[src/rtl/u110_pci_target.sv]
// U110 PCI target: claims single-DWORD memory cycles in the Amiga window and bridges them to a local REQ/ACK handshake.
// Optional initial-latency retry (target retry with LOCAL_ABORT) is enabled by defining PCI_TGT_RETRY_EN.
module u110_pci_target #(
    parameter logic [31:0] BAR_BASE   = 32'h8000_0000,
    parameter int          BAR_BITS   = 24,
    parameter int          RETRY_CLKS = 16
) (
    input  logic        CLK33,
    input  logic        RESETn,
    input  logic        FRAMEn,
    input  logic        IRDYn,
    input  logic [31:0] AD_IN,
    input  logic [3:0]  CBEn,
    output logic [31:0] AD_OUT,
    output logic        AD_OE,
    output logic        PAR_OUT,
    output logic        PAR_OE,
    output logic        DEVSELn,
    output logic        TRDYn,
    output logic        STOPn,
    output logic        TGT_OE,
    output logic        LOCAL_REQ,
    output logic        LOCAL_RnW,
    output logic [31:0] LOCAL_ADDR,
    output logic [31:0] LOCAL_WDATA,
    output logic [3:0]  LOCAL_BEn,
    input  logic [31:0] LOCAL_RDATA,
    input  logic        LOCAL_ACK,
    output logic        LOCAL_ABORT
);

    typedef enum logic [2:0] {
        S_IDLE,
        S_BUSY,
        S_CLAIM,
        S_WAIT,
        S_DATA,
        S_STOPW,
        S_TURN
    } state_t;

    state_t      state_q;
    logic        frame_prev_q;
    logic        devsel_q, trdy_q, stop_q, tgt_oe_q;
    logic        ad_oe_q, par_q, par_oe_q;
    logic [31:0] ad_out_q;
    logic        req_q, abort_q, rnw_q;
    logic [31:0] addr_q, wdata_q;
    logic [3:0]  ben_q;

    logic addr_phase_d, cmd_hit_d, bar_hit_d, ack_d, wr_take_d, timeout_d;

    // A new address phase is the first clock of FRAMEn low.
    assign addr_phase_d = !FRAMEn && frame_prev_q;
    assign cmd_hit_d    = (CBEn == 4'b0110) || (CBEn == 4'b0111);
    assign bar_hit_d    = (AD_IN[31:BAR_BITS] == BAR_BASE[31:BAR_BITS]);
    assign ack_d        = (state_q == S_WAIT) && req_q && LOCAL_ACK;
    assign wr_take_d    = (state_q == S_WAIT) && !rnw_q && !req_q && !IRDYn;

`ifdef PCI_TGT_RETRY_EN
    localparam int CNT_W = $clog2(RETRY_CLKS + 1);
    logic [CNT_W-1:0] cnt_q;

    // Counts clocks since DEVSELn fell; the retry fires on the RETRY_CLKS-th edge.
    assign timeout_d = (state_q == S_WAIT) && (cnt_q == CNT_W'(RETRY_CLKS - 1));

    always_ff @(posedge CLK33 or negedge RESETn) begin
        if (!RESETn) begin
            cnt_q <= '0;
        end else if (state_q == S_IDLE) begin
            cnt_q <= '0;
        end else if (state_q == S_CLAIM || state_q == S_WAIT) begin
            cnt_q <= cnt_q + CNT_W'(1);
        end
    end
`else
    assign timeout_d = 1'b0;
`endif

    always_ff @(posedge CLK33 or negedge RESETn) begin
        // NOTE: the latched address/data registers share the async reset so every output is defined while RESETn is low.
        if (!RESETn) begin
            state_q      <= S_IDLE;
            frame_prev_q <= 1'b1;
            devsel_q     <= 1'b1;
            trdy_q       <= 1'b1;
            stop_q       <= 1'b1;
            tgt_oe_q     <= 1'b0;
            ad_oe_q      <= 1'b0;
            ad_out_q     <= '0;
            par_q        <= 1'b0;
            par_oe_q     <= 1'b0;
            req_q        <= 1'b0;
            abort_q      <= 1'b0;
            rnw_q        <= 1'b0;
            addr_q       <= '0;
            wdata_q      <= '0;
            ben_q        <= '0;
        end else begin
            // NOTE: non-blocking assignments throughout, so every branch reads the pre-edge register values.
            frame_prev_q <= FRAMEn;
            par_q        <= ^{ad_out_q, CBEn};
            par_oe_q     <= ad_oe_q;
            abort_q      <= 1'b0;

            case (state_q)
                S_IDLE: begin
                    if (addr_phase_d) begin
                        addr_q <= AD_IN & 32'hFFFF_FFFC;
                        rnw_q  <= ~CBEn[0];
                        if (cmd_hit_d && bar_hit_d) begin
                            devsel_q <= 1'b0;
                            tgt_oe_q <= 1'b1;
                            state_q  <= S_CLAIM;
                        end else begin
                            state_q <= S_BUSY;
                        end
                    end
                end

                S_BUSY: begin
                    if (FRAMEn && IRDYn) begin
                        state_q <= S_IDLE;
                    end
                end

                S_CLAIM: begin
                    // Read byte enables are valid on C/BE# from the first data clock.
                    if (rnw_q) begin
                        req_q <= 1'b1;
                        ben_q <= CBEn;
                    end
                    state_q <= S_WAIT;
                end

                S_WAIT: begin
                    if (ack_d) begin
                        req_q  <= 1'b0;
                        trdy_q <= 1'b0;
                        if (rnw_q) begin
                            ad_out_q <= LOCAL_RDATA;
                            ad_oe_q  <= 1'b1;
                        end
                        if (!FRAMEn) begin
                            stop_q <= 1'b0;
                        end
                        state_q <= S_DATA;
                    end else if (timeout_d) begin
                        req_q   <= 1'b0;
                        abort_q <= 1'b1;
                        stop_q  <= 1'b0;
                        trdy_q  <= 1'b1;
                        state_q <= S_STOPW;
                    end else if (wr_take_d) begin
                        wdata_q <= AD_IN;
                        ben_q   <= CBEn;
                        req_q   <= 1'b1;
                    end
                end

                S_DATA: begin
                    if (!IRDYn) begin
                        ad_oe_q <= 1'b0;
                        trdy_q  <= 1'b1;
                        if (FRAMEn) begin
                            devsel_q <= 1'b1;
                            stop_q   <= 1'b1;
                            state_q  <= S_TURN;
                        end else begin
                            stop_q  <= 1'b0;
                            state_q <= S_STOPW;
                        end
                    end
                end

                S_STOPW: begin
                    trdy_q <= 1'b1;
                    if (FRAMEn) begin
                        devsel_q <= 1'b1;
                        stop_q   <= 1'b1;
                        state_q  <= S_TURN;
                    end else begin
                        stop_q <= 1'b0;
                    end
                end

                S_TURN: begin
                    tgt_oe_q <= 1'b0;
                    state_q  <= S_IDLE;
                end

                default: begin
                    state_q <= S_IDLE;
                end
            endcase
        end
    end

    assign AD_OUT      = ad_out_q;
    assign AD_OE       = ad_oe_q;
    assign PAR_OUT     = par_q;
    assign PAR_OE      = par_oe_q;
    assign DEVSELn     = devsel_q;
    assign TRDYn       = trdy_q;
    assign STOPn       = stop_q;
    assign TGT_OE      = tgt_oe_q;
    assign LOCAL_REQ   = req_q;
    assign LOCAL_RnW   = rnw_q;
    assign LOCAL_ADDR  = addr_q;
    assign LOCAL_WDATA = wdata_q;
    assign LOCAL_BEn   = ben_q;
    assign LOCAL_ABORT = abort_q;

endmodule
[config.mk]
export PLATFORM = sky130hd
export DESIGN_NAME = u110_pci_target
export DESIGN_NICKNAME = d
export VERILOG_FILES = /design/src/rtl/u110_pci_target.sv
export SDC_FILE = /design/constraint.sdc
export NUM_CORES = 1
export LEC_CHECK = 0
export ABC_AREA = 1
export CAP_MARGIN = 20
export CELL_PAD_IN_SITES_DETAIL_PLACEMENT = 1
export CELL_PAD_IN_SITES_GLOBAL_PLACEMENT = 1
export CORE_ASPECT_RATIO = 1.25
export CORE_MARGIN = 1
export CORE_UTILIZATION = 50
export CTS_CLUSTER_SIZE = 12
export DETAILED_ROUTE_END_ITERATION = 7
export DONT_BUFFER_PORTS = 1
export GPL_TIMING_DRIVEN = 0
export PLACE_DENSITY = 0.81
export SKIP_LAST_GASP = 1
export SLEW_MARGIN = 5
export SYNTH_ARGS = -nofsm -noshare
export SYNTH_HDL_FRONTEND = slang
export SYNTH_SLANG_ARGS = --single-unit
[constraint.sdc]
create_clock -name CLK33 -period 3.9 [get_ports CLK33]
set_input_delay 1.17 -clock CLK33 [delete_from_list [all_inputs] [get_ports CLK33]]
set_output_delay 1.17 -clock CLK33 [all_outputs]
set_load 0.005 [all_outputs]
==> results of run 1 <==
## layout make-up
| type | count | area [sq um] |
|---|---|---|
| plain buffers | 20 | 160.2 |
| clock buffers | 10 | 239.0 |
| flip-flops and latches | 111 | 2783 |
| well taps | 129 | 161.4 |
| inverters | 69 | 261.5 |
| multi-input cells | 389 | 2068 |
| fillers | 1203 | 4432 |
| clock inverters | 6 | 52.55 |
## flip-flops by register name (all words and copies together) (netlist names)
name	count
LOCAL_ADDR	30
PAR_OE	1
LOCAL_RnW	1
frame_prev_q	1
STOPn	1
AD_OE	1
TGT_OE	1
LOCAL_WDATA	32
TRDYn	1
LOCAL_BEn	4
AD_OUT	32
state_q	3
LOCAL_REQ	1
PAR_OUT	1
DEVSELn	1
## through the flow
step	std cells	power [mW]	setup slack, ns
6_report	734	4.087	1.761
4_1_cts	734	4.126	1.762
3_5_place_dp	718	3.204	1.389
2_1_floorplan	589	2.821	1.636
3_3_place_gp	718	3.093	1.451
5_1_grt	734	4.394	1.633
## synth_stat cells, types with 2 or more instances
cell	number	area, sq um
sky130_fd_sc_hd__o211ai_1	2	15.01
sky130_fd_sc_hd__xor2_1	7	61.31
sky130_fd_sc_hd__o21ai_1	6	30.03
sky130_fd_sc_hd__xnor2_1	9	78.83
sky130_fd_sc_hd__nor2_4	2	22.52
sky130_fd_sc_hd__ha_1	3	37.54
sky130_fd_sc_hd__buf_6	9	101.4
sky130_fd_sc_hd__inv_2	3	11.26
sky130_fd_sc_hd__nand3_1	15	75.07
sky130_fd_sc_hd__o21ai_2	30	262.8
sky130_fd_sc_hd__inv_1	65	244.0
sky130_fd_sc_hd__nand2_1	211	792.0
sky130_fd_sc_hd__clkbuf_1	3	11.26
sky130_fd_sc_hd__buf_2	5	25.02
sky130_fd_sc_hd__a21oi_1	18	90.09
sky130_fd_sc_hd__nor2_1	21	78.83
sky130_fd_sc_hd__dfstp_2	4	105.1
sky130_fd_sc_hd__dfrtp_1	107	2678
sky130_fd_sc_hd__mux2_4	16	240.2
sky130_fd_sc_hd__o21ai_0	34	170.2
sky130_fd_sc_hd__nand2_2	2	12.51
sky130_fd_sc_hd__buf_4	3	22.52
## tightest hold or removal path: cells and delay by family (launching register included)
kind | cells | cell delay (ns)
DFF | 1 | 0.38
and+or+nand+nor | 2 | 0.10
## routing by layer
metal / up-vias / part of all wire / wire [um] / global-route usage
met3: 18 / 0.083 / 1062 / 0.08333
met4: 0 / 0.022 / 280 / 0.1046
met2: 116 / 0.53 / 6759 / 0.4380
met1: 1889 / 0.37 / 4712 / 0.2514
met5: - / 0 / 0 / 0
li1: 1860 / - / - / -
## kinds of logic (layout without fill, tap and decap cells)
group,count (synthesis),in the layout,share of synthesized area
AO/OA/AOI/OAI,95,95,0.1150
flip-flops,111,111,0.5285
AND/OR/NAND/NOR,255,255,0.1937
other,1,3,0.0007122
buffers and inverters,89,105,0.08008
XOR/XNOR,16,16,0.02662
adder cells (fa/ha/maj),3,3,0.007130
multiplexers,17,17,0.04824
## path summary, 6_finish.rpt
path | startpoint | end | slack, ns | depth (start not counted)
max | CBEn[0] | PAR_OUT | 1.76 | 10
min | TRDYn | TRDYn | 0.47 | 2
max reg2reg | state_q[2] | LOCAL_BEn[3] | 2.17 | 8
min reg2reg | TRDYn | TRDYn | 0.47 | 2
max in group asynchronous | RESETn | TRDYn | 3.18 | 0
min in group asynchronous | RESETn | AD_OUT[14] | 0.51 | 0
## power breakdown
| part | leakage (nW) | internal (mW) | total (mW) | switching, mW |
|---|---|---|---|---|
| Combinational | 1.60 | 0.521 | 1.35 | 0.826 |
| Clock | 0.143 | 0.463 | 0.907 | 0.444 |
| Sequential | 1.35 | 1.48 | 1.83 | 0.348 |
| Total | 3.10 | 2.47 | 4.09 | 1.62 |
==> summary.txt, run 1 <==
Drt
  – Post-route DRC violation count: 0
  – Routed length per placed instance: 17.46 um
  – First-pass iteration count of the detailed router: 4
  – Number of vias per cell after detailed routing: 5.290
  – Remaining antenna violation count after routing: 0
  – Total via count in the routed design: 3,883
  – Final wirelength: 12.81 mm
  – Iteration-0 DRC Markers: 127

Yosys
  – Ys flop type: sky130_fd_sc_hd__dfrtp_1
  – Mapped cell area: 5265 sq um
  – Count of flip-flops with a built-in enable after synthesis: 0
  – Share of the yosys chip area belonging to registers: 0.5285
  – Post-synthesis instance total: 587
  – Number of warnings printed during yosys synthesis: 0
  – Proportion of register bits with asynchronous set or reset after synthesis: 1.000
  – Distinct cell type count after synthesis: 34
  – Flop and latch count out of synthesis: 111
  – Synthesized area per cell: 8.969 sq um

STA
  – Maximum clock frequency: 467.6 MHz
  – Worst slew margin: 0.6597
  – Number of failing setup endpoints in the final timing report: 0
  – Final cycle utilization of the critical path: 0.5484
  – Period minus WS final: 2.139 ns
  – Slew Viols, Final: 0
  – Worst slew pin tran: 0.5005 ns
  – Hold Fails Final Rpt: 0
  – Fin Setup TNS: 0 ns
  – Worst setup skew after layout: 0.007815 ns
  – Setup repair after global routing missed its margin: false
  – Worst hold slack after final layout: 0.4745 ns

Placed design
  – Number of input and output port buffers inserted: 0
  – DPL Wire Length: 9.850 mm
  – Routability congestion estimate from global placement: 0.8423
  – Placement Cell Area: 5434 sq um

Status
  – Outcome: finished clean

Finish
  – Non-Filler Cell Area, Final: 5725 sq um
  – Most frequent standard cell in the layout excluding fill and tap cells: sky130_fd_sc_hd__nand2_1
  – Share of final-layout standard cells stronger than drive strength 1: 0.1554
  – Growth of design area from synthesis to finish: 8.745%
  – Commonest non-fill, non-tap cells in the layout: sky130_fd_sc_hd__nand2_1, sky130_fd_sc_hd__dfrtp_1, sky130_fd_sc_hd__inv_1
  – Diode count: 0
  – Post-layout net count: 676
  – Final Util: 0.5637

Clock tree
  – Total clock sinks: 111
  – Clock root buffer: sky130_fd_sc_hd__clkbuf_16
  – Clock slew seen by the registers of the worst setup and hold paths: 0.07 ns
  – Resized cells post-CTS: 0
  – Post-CTS setup buffers: 0
  – Hold-fix buffers, CTS: 0
  – Maximum number of buffers from clock root to sink: 2
  – Source-to-sink clock delay at the later pin of the worst-skew pair: 0.35 ns
  – Cts bufs inserted: 9
  – Number of levels the H-tree was split into: 3
  – TritonCTS clock tree: yes

Critical path
  – Worst path bufs/invs: 2
  – Element type at the critical path start: input port
  – Crit end category: flop
  – Cell Chain, Critical Path: inv_1 > ha_1 > xnor2_1 > inv_1 > nand3_1 > nand2_1 > nand2_1 > nand3_1 > nand3_1 > nand2_1
  – Cell family contributing the most delay on the critical path: simple AND/OR/NAND/NOR gates
  – Critical-path cell with the highest stage delay: sky130_fd_sc_hd__xnor2_1
  – Required arrival time at the worst endpoint: 4.14 ns
  – Data arrival time of the critical path: 2.38 ns
  – Crit path largest cell delay: 0.31 ns
  – Crit Path Max Fanout: 3
  – Worst setup path category: input port to flop

Global route
  – Wire length of the first global-routing pass: 20.11 mm
  – Vias in the first global route: 4,161
  – Tot GR Track Use: 0.2413
  – Total grt overflow: 0
  – Number of antenna violations at the first check in global routing: 0
  – Largest net degree at the start of global routing: 112

Hold path
  – Class of the most critical hold timing path: flop to flop

Floorplan
  – Initial cell density of the core: 0.5184
  – DIE WIDTH: 93.78 um
  – CORE AREA: 10,160 sq um
  – Boundary Pins: 183
  – Chip Height: 116.7 um
  – Number of placement rows: 41
  – Area enclosed by the die boundary: 10,950 sq um

Power
  – Leakage: 3.096 nW
  – Worst-case vdd ir drop: 0.2861 mV
  – Power per Cell Area: 713.8 nW/um^2

Job
  – Reported max-cap violation count: 0
Power figures use the tool's default switching activity.
==> inputs of run 2 (changes only) <==
--- a/config.mk
+++ b/config.mk
@@ -11,12 +11,12 @@
 export CELL_PAD_IN_SITES_GLOBAL_PLACEMENT = 1
 export CORE_ASPECT_RATIO = 1.25
 export CORE_MARGIN = 1
-export CORE_UTILIZATION = 50
+export CORE_UTILIZATION = 42
 export CTS_CLUSTER_SIZE = 12
 export DETAILED_ROUTE_END_ITERATION = 7
 export DONT_BUFFER_PORTS = 1
 export GPL_TIMING_DRIVEN = 0
-export PLACE_DENSITY = 0.81
+export PLACE_DENSITY = 0.72
 export SKIP_LAST_GASP = 1
 export SLEW_MARGIN = 5
 export SYNTH_ARGS = -nofsm -noshare
==> constraint.sdc (replaced) <==
create_clock -name CLK33 -period 1.85 [get_ports CLK33]
set_input_delay 0.555 -clock CLK33 [delete_from_list [all_inputs] [get_ports CLK33]]
set_output_delay 0.555 -clock CLK33 [all_outputs]
set_load 0.005 [all_outputs]
==> summary.txt, run 2 (synthesized netlist as in run 1, its figures left out) <==
Power
  – Switching Fraction: 0.4000 (+0.003888)
  – Worst-case vdd ir drop: 0.4979 mV (+74%)
  – Total power consumption of the routed design: 8.670 mW (+110%)
  – Power share of the combinational group: 0.334 (+0.004)
  – Clock network fraction of total power: 0.220 (-0.002)
  – Power per Cell Area: 1498 nW/um^2 (+110%)
  – Internal: 5.202 mW (+110%)
  – Switching power of the nets: 3.467 mW (+110%)
  – Leakage: 3.108 nW (+0.37%)
  – Share of total power in sequential cells: 0.445 (-0.003)

Drt
  – Remaining antenna violation count after routing: 0 (unchanged)
  – First-pass iteration count of the detailed router: 4 (unchanged)
  – Final wirelength: 13.41 mm (+4.7%)
  – Number of vias per cell after detailed routing: 5.139 (-2.9%)
  – Routed length per placed instance: 17.40 um (-0.34%)
  – Post-route DRC violation count: 0 (unchanged)
  – Total via count in the routed design: 3,962 (+2.0%)
  – Iteration-0 DRC Markers: 127 (unchanged)

Finish
  – Most frequent standard cell in the layout excluding fill and tap cells: sky130_fd_sc_hd__nand2_1
  – Growth of design area from synthesis to finish: 9.957%
  – Share of final-layout standard cells stronger than drive strength 1: 0.1598 (+0.004430)
  – Commonest non-fill, non-tap cells in the layout: sky130_fd_sc_hd__nand2_1, sky130_fd_sc_hd__dfrtp_1, sky130_fd_sc_hd__inv_1
  – Post-layout net count: 678 (+0.30%)
  – Diode count: 0 (unchanged)
  – Final cell count without fillers: 771 (+5.0%)

Placed design
  – Routability congestion estimate from global placement: 0.8232 (-2.3%)
  – Number of input and output port buffers inserted: 0 (unchanged)
  – DPL Wire Length: 10.14 mm (+2.9%)
  – Placement Setup Slack: -0.07153 ns (-1.460 ns)
  – Placed Cells: 753 (+4.9%)

STA
  – Worst hold slack after final layout: -0.1062 ns (-0.5807 ns)
  – Final cycle utilization of the critical path: 0.9132
  – Setup repair after global routing missed its margin: false
  – Slew Viols, Final: 0 (unchanged)
  – Final worst-path setup slack: 0.1605 ns (-1.601 ns)
  – Hold Fails Final Rpt: 107 (+107)
  – Maximum clock frequency: 591.9 MHz
  – Number of failing setup endpoints in the final timing report: 0 (unchanged)
  – Worst setup skew after layout: 0.01009 ns (+0.002270 ns)
  – Worst slew pin tran: 0.4943 ns (-0.006165 ns)
  – Period minus WS final: 1.689 ns
  – Worst slew margin: 0.6639 (+0.004192)

Clock tree
  – Total clock sinks: 111 (unchanged)
  – Maximum number of buffers from clock root to sink: 2 (unchanged)
  – Cts bufs inserted: 9 (unchanged)
  – Source-to-sink clock delay at the later pin of the worst-skew pair: 0.35 ns (about the same)
  – Clock root buffer: sky130_fd_sc_hd__clkbuf_16
  – TritonCTS clock tree: yes
  – Number of levels the H-tree was split into: 3 (unchanged)
  – Clock slew seen by the registers of the worst setup and hold paths: 0.08 ns (about the same)

Critical path
  – Worst setup path category: flop to flop
  – R2R cell count: 10 (+2)
  – Crit end category: flop
  – Element type at the critical path start: flop
  – Critical Path Source: state_q[2]
  – Reg-to-reg slack, setup: 0.16 ns (-2.01 ns)
  – Required arrival time at the worst endpoint: 2.09 ns (-2.05 ns)
  – Destination of the worst register-to-register timing path: LOCAL_WDATA[20]
  – Worst reg2reg startpoint: state_q[2]
  – Crit Path Max Fanout: 10 (+7)
  – Data arrival time of the critical path: 1.93 ns (-0.45 ns)

Floorplan
  – Area enclosed by the die boundary: 12,990 sq um (+19%)
  – Chip Height: 127.2 um (+9.0%)
  – Number of placement rows: 45 (+9.8%)
  – DIE WIDTH: 102.1 um (+8.9%)
  – Boundary Pins: 183 (unchanged)
  – Initial cell density of the core: 0.4329 (-0.08543)
  – CORE AREA: 12,160 sq um (+20%)

Global route
  – Wire length of the first global-routing pass: 21.23 mm (+5.6%)
  – Total grt overflow: 0 (unchanged)
  – Number of antenna violations at the first check in global routing: 0 (unchanged)
  – Tot GR Track Use: 0.2134 (-0.02789)
  – Largest net degree at the start of global routing: 112 (unchanged)
  – Vias in the first global route: 4,241 (+1.9%)

Hold path
  – Class of the most critical hold timing path: input port to asynchronous set/reset pin

Status
  – Outcome: complete, but fails checks
  – Violations in the final reports: hold timing

Job
  – Reported max-cap violation count: 0 (unchanged)
-- run 2: cell types whose count changed in the layout (fill, tap and decap cells not counted) --
cell | before | now
sky130_fd_sc_hd__inv_6 | 1 | 0
sky130_fd_sc_hd__nor3_1 | 1 | 0
sky130_fd_sc_hd__clkinv_4 | 1 | 2
sky130_fd_sc_hd__nor3_2 | 0 | 1
sky130_fd_sc_hd__buf_4 | 3 | 5
-- run 2: metrics by stage --
step / hold slack (ns) / TNS [ns] / area, sq um / util
finish: -0.1062 / 0 / 5789 / 0.4760
global route: -0.1228 / 0 / 5789 / 0.4760
CTS: -0.1154 / 0 / 5769 / 0.4744
detailed placement: 0.2615 / -0.07153 / 5478 / 0.4504
global placement: 0.2616 / 0 / 5478 / 0.4504
floorplan: 0.2594 / 0 / 5273 / -
-- run 2: area by class of cell --
type / instances / area, sq um
clock inverter: 6 / 52.55
buffer: 20 / 160.2
clock buffer: 10 / 239.0
sequential: 111 / 2783
fill: 1464 / 6372
multi-input combinational: 389 / 2073
inverter: 69 / 261.5
timing repair buffer: 2 / 15.01
tap: 164 / 205.2
-- run 2: worst max path at each step --
stage | endpoint | slack [ns] | cells past startpoint
floorplan | PAR_OUT | 0.20 | 10
global placement | PAR_OUT | 0.005 | 10
detailed placement | PAR_OUT | -0.07 | 10
CTS | LOCAL_ADDR[9] | 0.07 | 6
global route | LOCAL_ADDR[9] | 0.01 | 6
finish | LOCAL_WDATA[20] | 0.16 | 10
-- run 2: repair_timing --
item / in CTS / in global routing
gates resized for setup: 0 / 1
endpoints found under the setup margin: 0 / 31
buffers inserted: 0 / 2
hold endpoints to repair: 107 / 107
-- run 2: power groups by stage --
stage | combinational (mW) | sequential (mW) | clock [mW]
after floorplan | 2.27 | 3.67 | 0
after global placement | 2.68 | 3.89 | 0
after detailed placement | 2.89 | 3.92 | 0
after CTS | 2.92 | 3.89 | 1.96
after global routing | 3.34 | 3.97 | 2.04
final | 2.90 | 3.86 | 1.91
-- run 2: critical path: stages, from the launching register on --
cell                      delay (ns)
sky130_fd_sc_hd__dfrtp_1        0.44
sky130_fd_sc_hd__inv_2          0.10
sky130_fd_sc_hd__nand2_2        0.06
sky130_fd_sc_hd__nor2_4         0.12
sky130_fd_sc_hd__inv_2          0.08
sky130_fd_sc_hd__nor4_4         0.25
sky130_fd_sc_hd__buf_4          0.18
sky130_fd_sc_hd__inv_4          0.07
sky130_fd_sc_hd__buf_6          0.14
sky130_fd_sc_hd__nand2_1        0.08
sky130_fd_sc_hd__o21ai_2        0.06
-- run 2: routing by layer --
layer	vias to the layer above	part of all wire	routed length [um]	global-route usage
li1	1866	-	-	-
met4	0	0.012	157	0.06303
met5	-	0	0	0
met1	1961	0.38	5115	0.2317
met3	14	0.076	1015	0.06729
met2	121	0.53	7126	0.3901
==> inputs of run 3 (changes only) <==
--- a/config.mk
+++ b/config.mk
@@ -11,12 +11,12 @@
 export CELL_PAD_IN_SITES_GLOBAL_PLACEMENT = 1
 export CORE_ASPECT_RATIO = 1.25
 export CORE_MARGIN = 1
-export CORE_UTILIZATION = 42
+export CORE_UTILIZATION = 46
 export CTS_CLUSTER_SIZE = 12
 export DETAILED_ROUTE_END_ITERATION = 7
 export DONT_BUFFER_PORTS = 1
 export GPL_TIMING_DRIVEN = 0
-export PLACE_DENSITY = 0.72
+export PLACE_DENSITY = 0.75
 export SKIP_LAST_GASP = 1
 export SLEW_MARGIN = 5
 export SYNTH_ARGS = -nofsm -noshare
==> constraint.sdc (replaced) <==
create_clock -name CLK33 -period 1.9 [get_ports CLK33]
set_input_delay 0.57 -clock CLK33 [delete_from_list [all_inputs] [get_ports CLK33]]
set_output_delay 0.57 -clock CLK33 [all_outputs]
set_load 0.005 [all_outputs]
==> summary.txt, run 3 (synthesized netlist as in run 1, its figures left out) <==
Drt
  – Post-route DRC violation count: 18 (+18)
  – Total via count in the routed design: 3,946 (-0.40%)
  – Remaining antenna violation count after routing: 0 (unchanged)
  – First-pass iteration count of the detailed router: 6 (+2)
  – Final wirelength: 13.10 mm (-2.3%)
  – Iteration-0 DRC Markers: 142 (+12%)
  – Number of vias per cell after detailed routing: 5.318 (+3.5%)
  – Routed length per placed instance: 17.66 um (+1.5%)

Finish
  – Most frequent standard cell in the layout excluding fill and tap cells: sky130_fd_sc_hd__nand2_1
  – Commonest non-fill, non-tap cells in the layout: sky130_fd_sc_hd__nand2_1, sky130_fd_sc_hd__dfrtp_1, sky130_fd_sc_hd__inv_1
  – Diode count: 0 (unchanged)
  – Post-layout net count: 678 (unchanged)
  – Share of final-layout standard cells stronger than drive strength 1: 0.1598 (unchanged)
  – # fillers: 1,299 (-11%)
  – Growth of design area from synthesis to finish: 9.553%

Global route
  – Vias in the first global route: 4,394 (+3.6%)
  – Wire length of the first global-routing pass: 21.31 mm (+0.36%)
  – Largest net degree at the start of global routing: 112 (unchanged)
  – Tot GR Track Use: 0.2295 (+0.01614)
  – Number of antenna violations at the first check in global routing: 0 (unchanged)
  – Total grt overflow: 0 (unchanged)

Critical path
  – Data arrival time of the critical path: 1.95 ns (+0.02 ns)
  – Crit Path Max Fanout: 10 (unchanged)
  – Element type at the critical path start: flop
  – Worst setup path category: flop to flop
  – Crit end category: flop
  – Required arrival time at the worst endpoint: 2.13 ns (+0.04 ns)

Placed design
  – Routability congestion estimate from global placement: 0.8057 (-2.1%)
  – Number of input and output port buffers inserted: 0 (unchanged)
  – DPL Wire Length: 9.943 mm (-1.9%)

STA
  – Maximum clock frequency: 582.8 MHz (-1.5%)
  – Worst slew pin tran: 0.4940 ns (-0.0003602 ns)
  – Hold Fails Final Rpt: 107 (unchanged)
  – Slew Viols, Final: 0 (unchanged)
  – Worst slew margin: 0.6642 (about the same)
  – Worst setup skew after layout: 0.008241 ns (-0.001844 ns)
  – Number of failing setup endpoints in the final timing report: 0 (unchanged)
  – Setup repair after global routing missed its margin: false
  – Worst hold slack after final layout: -0.08271 ns (+0.02348 ns)
  – Period minus WS final: 1.716 ns (+0.02651 ns)
  – Final cycle utilization of the critical path: 0.9032 (-0.01008)

Floorplan
  – Initial cell density of the core: 0.4728 (+0.03983)
  – CORE AREA: 11,140 sq um (-8.4%)
  – DIE WIDTH: 97.69 um (-4.4%)
  – Chip Height: 121.6 um (-4.4%)
  – Area enclosed by the die boundary: 11,880 sq um (-8.5%)
  – Boundary Pins: 183 (unchanged)
  – Number of placement rows: 43 (-4.4%)

Job
  – Reported max-cap violation count: 0 (unchanged)

Power
  – Power per Cell Area: 1468 nW/um^2 (-2.0%)
  – Total power consumption of the routed design: 8.467 mW (-2.3%)
  – Worst-case vdd ir drop: 0.6539 mV (+31%)
  – Leakage: 3.110 nW (about the same)

Clock tree
  – Total clock sinks: 111 (unchanged)
  – Number of levels the H-tree was split into: 3 (unchanged)
  – TritonCTS clock tree: yes
  – Cts bufs inserted: 9 (unchanged)
  – Clock root buffer: sky130_fd_sc_hd__clkbuf_16
  – Source-to-sink clock delay at the later pin of the worst-skew pair: 0.34 ns (about the same)
  – Clock slew seen by the registers of the worst setup and hold paths: 0.07 ns (about the same)
  – Maximum number of buffers from clock root to sink: 2 (unchanged)

Hold path
  – Class of the most critical hold timing path: input port to asynchronous set/reset pin

Status
  – Violations in the final reports: DRC, hold timing
  – Outcome: complete, but fails checks
[run 3: cell types whose count changed in the layout (fill, tap and decap cells not counted), sizes merged]
cell      before  now
clkinv         3    2
inv           71   70
bufinv         0    1
clkinvlp       1    2
[run 3: area by class of cell]
| cell class | instances | area [sq um] | area share |
|---|---|---|---|
| repair buffers | 2 | 15.01 | 0.002603 |
| plain buffers | 20 | 160.2 | 0.02777 |
| well taps | 135 | 168.9 | 0.02928 |
| multi-input cells | 389 | 2073 | 0.3594 |
| clock inverters | 6 | 67.56 | 0.01171 |
| inverters | 69 | 261.5 | 0.04534 |
| clock buffers | 10 | 239.0 | 0.04143 |
| flip-flops and latches | 111 | 2783 | 0.4824 |
[run 3: through the flow]
step	area, sq um	worst slack [ns]	utilization	setup TNS [ns]	instances
finish	5768	0.1840	0.5179	0	742
global route	5768	0.05806	0.5179	0	742
CTS	5748	0.07350	0.5161	0	740
detailed placement	5441	-0.02853	0.4886	-0.02853	724
global placement	5441	0.05859	0.4886	0	724
floorplan	5273	0.2355	-	0	589
[run 3: critical path, stage by stage, from the launching register on]
cell                      delay, ns
sky130_fd_sc_hd__dfrtp_1       0.44
sky130_fd_sc_hd__inv_2         0.10
sky130_fd_sc_hd__nand2_2       0.06
sky130_fd_sc_hd__nor2_4        0.11
sky130_fd_sc_hd__inv_2         0.08
sky130_fd_sc_hd__nor4_4        0.27
sky130_fd_sc_hd__buf_4         0.18
sky130_fd_sc_hd__inv_4         0.07
sky130_fd_sc_hd__buf_6         0.14
sky130_fd_sc_hd__nand2_1       0.09
sky130_fd_sc_hd__o21ai_2       0.06
[run 3: repair_timing]
item | in CTS | in global routing
setup buffers | 0 | 2
hold endpoints to repair | 107 | 107
setup endpoints to repair | 0 | 5
gates resized for setup | 0 | 2
[run 3: where the power goes]
| group | internal (mW) | switching [mW] | total (mW) |
|---|---|---|---|
| clock | 1.06 | 0.876 | 1.94 |
| sequential | 3.05 | 0.709 | 3.76 |
| combinational | 1.07 | 1.70 | 2.77 |
[run 3: worst paths after layout]
check	to	slack, ns	startpoint	depth (start not counted)
worst min register to register	PAR_OE	0.45	AD_OE	0
worst max-delay path	LOCAL_WDATA[11]	0.18	state_q[2]	10
worst min-delay path	AD_OUT[5]	-0.08	RESETn	0
min in group CLK33	frame_prev_q	0.22	FRAMEn	0
worst max register to register	LOCAL_WDATA[11]	0.18	state_q[2]	10
max in group asynchronous	frame_prev_q	1.70	RESETn	0
[run 3: layer usage]
metal | routed length [um] | GRT usage
met3 | 1059 | 0.07401
met5 | 0 | 0
met4 | 285 | 0.09564
met1 | 4781 | 0.2446
met2 | 6978 | 0.4184
